$ cat src/rtl/ser_frame_demux.sv
// ser_frame_demux: bit-serial frame receiver and channel router.
// One bit arrives per push-button strobe. A frame is a start bit (0), an
// ADDR_W-bit channel address (MSB first), a CNT_W-bit payload length (MSB
// first) and then that many payload bits, which are presented one by one on
// the addressed channel's serOut/serOutValid pair.
module ser_frame_demux #(
   parameter int ADDR_W = 2,
   parameter int CNT_W  = 4
) (
   input  logic                     clk,
   input  logic                     rst,
   input  logic                     clkPB,
   input  logic                     serIn,
   output logic [(2**ADDR_W)-1:0]   serOut,
   output logic [(2**ADDR_W)-1:0]   serOutValid,
   output logic [CNT_W-1:0]         cnt_out,
   output logic [ADDR_W-1:0]        ch_out,
   output logic                     busy,
   output logic                     frame_done
);

   localparam int NCH    = 2**ADDR_W;
   localparam int FLD_MX = (ADDR_W > CNT_W) ? ADDR_W : CNT_W;
   localparam int BC_W   = $clog2(FLD_MX) + 1;

   typedef enum logic [2:0] {
      S_IDLE = 3'd0,
      S_ADDR = 3'd1,
      S_LEN  = 3'd2,
      S_DATA = 3'd3,
      S_DONE = 3'd4
   } state_t;

   // Shift one bit into the LSB of an address-wide register (MSB-first field).
   function automatic logic [ADDR_W-1:0] shift_addr(input logic [ADDR_W-1:0] v,
                                                    input logic b);
      logic [ADDR_W-1:0] r;
      r    = v << 1;
      r[0] = b;
      return r;
   endfunction

   // Shift one bit into the LSB of a length-wide register (MSB-first field).
   function automatic logic [CNT_W-1:0] shift_len(input logic [CNT_W-1:0] v,
                                                  input logic b);
      logic [CNT_W-1:0] r;
      r    = v << 1;
      r[0] = b;
      return r;
   endfunction

   // Synchroniser and edge-detect state
   logic pb_s1_q, pb_s2_q, pb_prev_q;
   logic ser_s1_q, ser_s2_q;

   // FSM state and registered outputs
   state_t            state_q;
   logic [BC_W-1:0]   bit_cnt_q;
   logic [CNT_W-1:0]  len_q;
   logic [ADDR_W-1:0] ch_q;
   logic [CNT_W-1:0]  cnt_q;
   logic [NCH-1:0]    ser_out_q;
   logic [NCH-1:0]    ser_valid_q;
   logic              busy_q;
   logic              frame_done_q;

   // Combinational helpers
   logic              tick_s;
   logic              bit_s;
   logic [ADDR_W-1:0] ch_d;
   logic [CNT_W-1:0]  len_d;
   logic              addr_last_s;
   logic              len_last_s;

   // Two-stage synchronisers for strobe and data; both share stage alignment
   // so the data sampled on a tick is the value present with the strobe.
   always_ff @(posedge clk) begin
      if (rst) begin
         pb_s1_q   <= 1'b0;
         pb_s2_q   <= 1'b0;
         pb_prev_q <= 1'b0;
         ser_s1_q  <= 1'b0;
         ser_s2_q  <= 1'b0;
      end else begin
         pb_s1_q   <= clkPB;
         pb_s2_q   <= pb_s1_q;
         pb_prev_q <= pb_s2_q;
         ser_s1_q  <= serIn;
         ser_s2_q  <= ser_s1_q;
      end
   end

   // Rising-edge tick of the synchronised strobe and next field values.
   always_comb begin
      tick_s      = pb_s2_q & ~pb_prev_q;
      bit_s       = ser_s2_q;
      ch_d        = shift_addr(ch_q, bit_s);
      len_d       = shift_len(len_q, bit_s);
      addr_last_s = (bit_cnt_q == BC_W'(ADDR_W - 1));
      len_last_s  = (bit_cnt_q == BC_W'(CNT_W - 1));
   end

   // Frame FSM with registered outputs; advances on tick, DONE lasts one clk.
   always_ff @(posedge clk) begin
      if (rst) begin
         state_q      <= S_IDLE;
         bit_cnt_q    <= '0;
         len_q        <= '0;
         ch_q         <= '0;
         cnt_q        <= '0;
         ser_out_q    <= '0;
         ser_valid_q  <= '0;
         busy_q       <= 1'b0;
         frame_done_q <= 1'b0;
      end else begin
         ser_valid_q  <= '0;
         frame_done_q <= 1'b0;
         case (state_q)
            S_IDLE: begin
               // Only a 0 is a start bit; idle 1s are ignored.
               if (tick_s && !bit_s) begin
                  state_q   <= S_ADDR;
                  bit_cnt_q <= '0;
                  busy_q    <= 1'b1;
               end
            end
            S_ADDR: begin
               if (tick_s) begin
                  ch_q <= ch_d;
                  if (addr_last_s) begin
                     state_q   <= S_LEN;
                     bit_cnt_q <= '0;
                  end else begin
                     bit_cnt_q <= bit_cnt_q + BC_W'(1);
                  end
               end
            end
            S_LEN: begin
               if (tick_s) begin
                  len_q <= len_d;
                  if (len_last_s) begin
                     bit_cnt_q <= '0;
                     if (len_d != '0) begin
                        state_q <= S_DATA;
                        cnt_q   <= len_d;
                     end else begin
                        // Empty payload: finish the frame immediately.
                        state_q      <= S_DONE;
                        cnt_q        <= '0;
                        frame_done_q <= 1'b1;
                     end
                  end else begin
                     bit_cnt_q <= bit_cnt_q + BC_W'(1);
                  end
               end
            end
            S_DATA: begin
               if (tick_s) begin
                  ser_out_q[ch_q]   <= bit_s;
                  ser_valid_q[ch_q] <= 1'b1;
                  cnt_q             <= cnt_q - CNT_W'(1);
                  if (cnt_q == CNT_W'(1)) begin
                     state_q      <= S_DONE;
                     frame_done_q <= 1'b1;
                  end
               end
            end
            S_DONE: begin
               state_q <= S_IDLE;
               busy_q  <= 1'b0;
            end
            default: begin
               state_q <= S_IDLE;
               busy_q  <= 1'b0;
            end
         endcase
      end
   end

   assign serOut      = ser_out_q;
   assign serOutValid = ser_valid_q;
   assign cnt_out     = cnt_q;
   assign ch_out      = ch_q;
   assign busy        = busy_q;
   assign frame_done  = frame_done_q;

endmodule

$ cat config.mk
export PLATFORM = sky130hd
export DESIGN_NAME = ser_frame_demux
export DESIGN_NICKNAME = d
export VERILOG_FILES = /design/src/rtl/ser_frame_demux.sv
export SDC_FILE = /design/constraint.sdc
export NUM_CORES = 1
export LEC_CHECK = 0
export CAP_MARGIN = 20
export CORE_MARGIN = 2
export CORE_UTILIZATION = 41
export DETAILED_ROUTE_END_ITERATION = 8
export DONT_BUFFER_PORTS = 1
export PLACE_DENSITY = 0.56
export SYNTH_ARGS = -nofsm -noshare
export SYNTH_HDL_FRONTEND = slang
export SYNTH_SLANG_ARGS = --single-unit
$ cat constraint.sdc
create_clock -name clk -period 1.95 [get_ports clk]
set_input_delay 0.2925 -clock clk [delete_from_list [all_inputs] [get_ports clk]]
set_output_delay 0.2925 -clock clk [all_outputs]
set_load 0.05 [all_outputs]
==> flow_summary.json <==
{
  "seq_area_frac_synth_pct": 40.4,
  "drive_gt1_share_pct": 12.6,
  "final.setup_skew_ns": 0.0110,
  "hpwlAfterDp_mm": 2.02,
  "num_antenna_cells": 0,
  "design.portCount": 20,
  "synth_async_sr_flop_share_pct": 0,
  "routed_wl_mm": 3.11,
  "synthesis_to_finish_area_growth_pct": 9.76,
  "final.period_utilization_pct": 92.0,
  "hold-path-endpoint": "pb_s2_q",
  "clock_tree.htree_level_count": 2,
  "syn-num-nets": 177,
  "tightest_slew_ns": 0.734,
  "row_count": 21,
  "globalRouteOverflowTotal": 0,
  "global_route.usage.met1_pct": 20.3,
  "grt_setup_unrepaired": "no",
  "crit_path_max_incr_delay_ns": 0.71,
  "grt_pass1_vias": 1094,
  "critPathRequiredTime_ns": 2.21,
  "vias": 1173,
  "clock.fmax_ghz": 0.557,
  "tns_ns": 0,
  "holdPathStages": 1,
  "fp.coreArea_mm2": 0.00342,
  "clock-root-buffer": "sky130_fd_sc_hd__clkbuf_4",
  "cts.repair_timing.setup_buffer_count": 0,
  "critPathKind": "reg2reg",
  "setup-violations-final": 0,
  "antenna_violations_before_repair": 0,
  "place.gp.congestion": 0.782,
  "die_area_mm2": 0.00412,
  "die_y_um": 64.2,
  "yosys_register_bits": 30,
  "grt_start_max_net_pins": 32,
  "finalNetCount": 183,
  "vdd.ir_drop.worst_uv": 363,
  "synth_adder_area_share_pct": 5.05,
  "rrSetupSlack_ns": 0.16,
  "timing.critical_path.slowest_stage_cell": "sky130_fd_sc_hd__dfxtp_1",
  "tritoncts": "yes",
  "cts-buffers-inserted": 5,
  "cts-root-to-sink-buffers": 2,
  "worstSkewPairLatency_ns": 0.33,
  "busiest_layer_in_global_routing": "met2",
  "hold_path.class": "in2reg",
  "io_buffers": 0,
  "synth_mux_area_share_pct": 4.88,
  "cts_hold_buf": 0,
  "status": "finished, final reports clean",
  "worst_hold_startpoint": "rst",
  "detail_route.vias_per_cell": 5.33,
  "worst_setup_path_startpoint": "state_q[0]",
  "period_needed_ns": 1.79,
  "ys.flop_type": "sky130_fd_sc_hd__dfxtp_1",
  "regToRegEndpoint": "bit_cnt_q[1]",
  "reg2reg_depth": 4,
  "synth.cell_area_mm2": 0.00149,
  "clock_pin_slew_worst_setup_and_hold_paths_ns": 0.09,
  "cells_after_synth": 167,
  "drt_pre_antenna_iters": 4,
  "syn-mean-instance-area_um2": 8.90,
  "dieWidth_um": 64.2,
  "r2r_start": "state_q[0]",
  "p_leak_nw": 0.561,
  "drt-initial-drc-count": 32,
  "path_buf_inv": 0,
  "hold_viol_final": 0,
  "grt_util_all_layers_pct": 16.3,
  "worstPathMaxFanout": 20,
  "ant_nets": 0,
  "cts.repair.resized": 0,
  "detail_route.wl_per_cell_um": 14.1,
  "cpLargestDelayFamily": "simple AND/OR/NAND/NOR gates",
  "critical_path_capture_point_type": "flop",
  "clkSinkCount": 30,
  "synth_top_family_by_area": "simple AND/OR/NAND/NOR gates",
  "grtUsageMet3_pct": 7.22,
  "grt_first_pass_wirelength_mm": 5.11,
  "synth_enable_flop_cells": 0,
  "synth_simple_gate_area_share_pct": 29.0,
  "synth_compound_gate_area_share_pct": 15.3,
  "max_slew_violation_total_from_the_final_report": 0,
  "cp_data_arrival_time_ns": 2.05,
  "yosys_warnings": 0,
  "report.power.total_mw": 1.07,
  "drcViolationCount": 0,
  "startpoint_type": "flop",
  "slew_headroom_pct": 51.0,
  "post_synth_xor_area_fraction_pct": 0,
  "power.density_cell_area_mw_per_mm2": 657,
  "count_of_max_cap_constraint_violations": 0,
  "start_util_pct": 43.5,
  "cp_cell_sequence": "nor3b_1 -> nor4b_4 -> or3b_1 -> a21oi_1",
  "grtUsageMet2_pct": 24.9,
  "synth.distinct_cells": 39
}
[per-layer routing]
layer  up-vias  part of all wire [%]
li1        603                     -
met1       543                    51
met2        22                    42
met3         5                   5.5
met4         0                   1.4
met5         -                     0
[cell usage after synthesis, drive strengths merged (3+ instances only)]
cell type  count  area share [%]
dfxtp         30              40
buf            7             2.5
mux2i          5             3.4
clkbuf         4             1.0
nor3           7             2.4
nor4           6             3.4
inv            7             1.8
nor2b          9             3.8
a21oi         15             5.1
nand2b         7             2.9
nor2          12             3.0
or3b           3             1.8
nand2         13             3.3
o21ai         11             3.7
ha             6             5.1
[power breakdown]
part           internal (mW)  switching [mW]
Sequential             0.620          0.0142
Clock                  0.175           0.216
Combinational         0.0227          0.0241
Total                  0.817           0.255
[through the flow]
step / hold WS, ns / cells / setup slack, ns / instance area, um^2 / util (%)
2_1_floorplan: 0.414 / 167 / 0.0143 / 1490 / -
3_3_place_gp: 0.365 / 210 / 0.273 / 1550 / 45.4
6_report: 0.0246 / 220 / 0.156 / 1630 / 47.8
3_5_place_dp: 0.369 / 210 / 0.215 / 1550 / 45.4
5_1_grt: 0.00130 / 220 / 0.0127 / 1630 / 47.8
4_1_cts: 0.00324 / 218 / 0.176 / 1610 / 47.2
[cells by family (layout without fill, tap and decap cells)]
| logic type | Yosys count | count (layout) |
|---|---|---|
| and+or+nand+nor | 70 | 70 |
| adders and majority gates | 6 | 6 |
| AOI/OAI and AO/OA | 36 | 36 |
| buffers and inverters | 18 | 25 |
| muxes | 7 | 7 |
| DFF | 30 | 30 |
[sequential cells by signal, summed over array words and instances (netlist names)]
| signal | count |
|---|---|
| bit_cnt_q | 3 |
| bit_s | 1 |
| busy | 1 |
| ch_out | 2 |
| cnt_out | 4 |
| frame_done | 1 |
| len_q | 3 |
| pb_prev_q | 1 |
| pb_s1_q | 1 |
| pb_s2_q | 1 |
| serOut | 4 |
| serOutValid | 4 |
| ser_s1_q | 1 |
| state_q | 3 |
[cells in the final DEF (no fill, tap or decap), types with 2 or more instances in the layout]
cell                            Yosys  layout
sky130_fd_sc_hd__a21oi_1           15      15
sky130_fd_sc_hd__o21ai_1           10      10
sky130_fd_sc_hd__nor2b_1            9       9
sky130_fd_sc_hd__nor3b_1            2       2
sky130_fd_sc_hd__inv_1              6       6
sky130_fd_sc_hd__or3b_1             3       3
sky130_fd_sc_hd__ha_1               6       6
sky130_fd_sc_hd__buf_4              1       8
sky130_fd_sc_hd__o21a_1             2       2
sky130_fd_sc_hd__nor4_1             4       4
sky130_fd_sc_hd__nand2b_1           7       7
sky130_fd_sc_hd__nor3_1             7       7
sky130_fd_sc_hd__mux2i_1            5       5
sky130_fd_sc_hd__dlygate4sd3_1      0       2
sky130_fd_sc_hd__nor4_2             2       2
sky130_fd_sc_hd__nand3b_1           2       2
sky130_fd_sc_hd__mux2_1             2       2
sky130_fd_sc_hd__o211ai_1           2       2
sky130_fd_sc_hd__dfxtp_1           30      30
sky130_fd_sc_hd__nand2_1           13      13
sky130_fd_sc_hd__nor2_1            12      12
sky130_fd_sc_hd__clkbuf_4           0       5
[how the worst max path moves through the flow]
| stage | endpoint | cells after the start |
|---|---|---|
| global route | bit_cnt_q[0] | 4 |
| global placement | bit_cnt_q[1] | 4 |
| detailed placement | state_q[0] | 4 |
| finish | bit_cnt_q[1] | 4 |
| CTS | bit_cnt_q[1] | 4 |
| floorplan | state_q[0] | 5 |
[final cells by class]
class	count	area (um^2)
sequential	30	601
clock buffer	7	55.1
clock inverter	1	5.00
multi-input combinational	119	807
inverter	7	26.3
timing repair buffer	10	80.1
fill	343	1780
tap	46	57.6
Power figures use the tool's default switching activity.
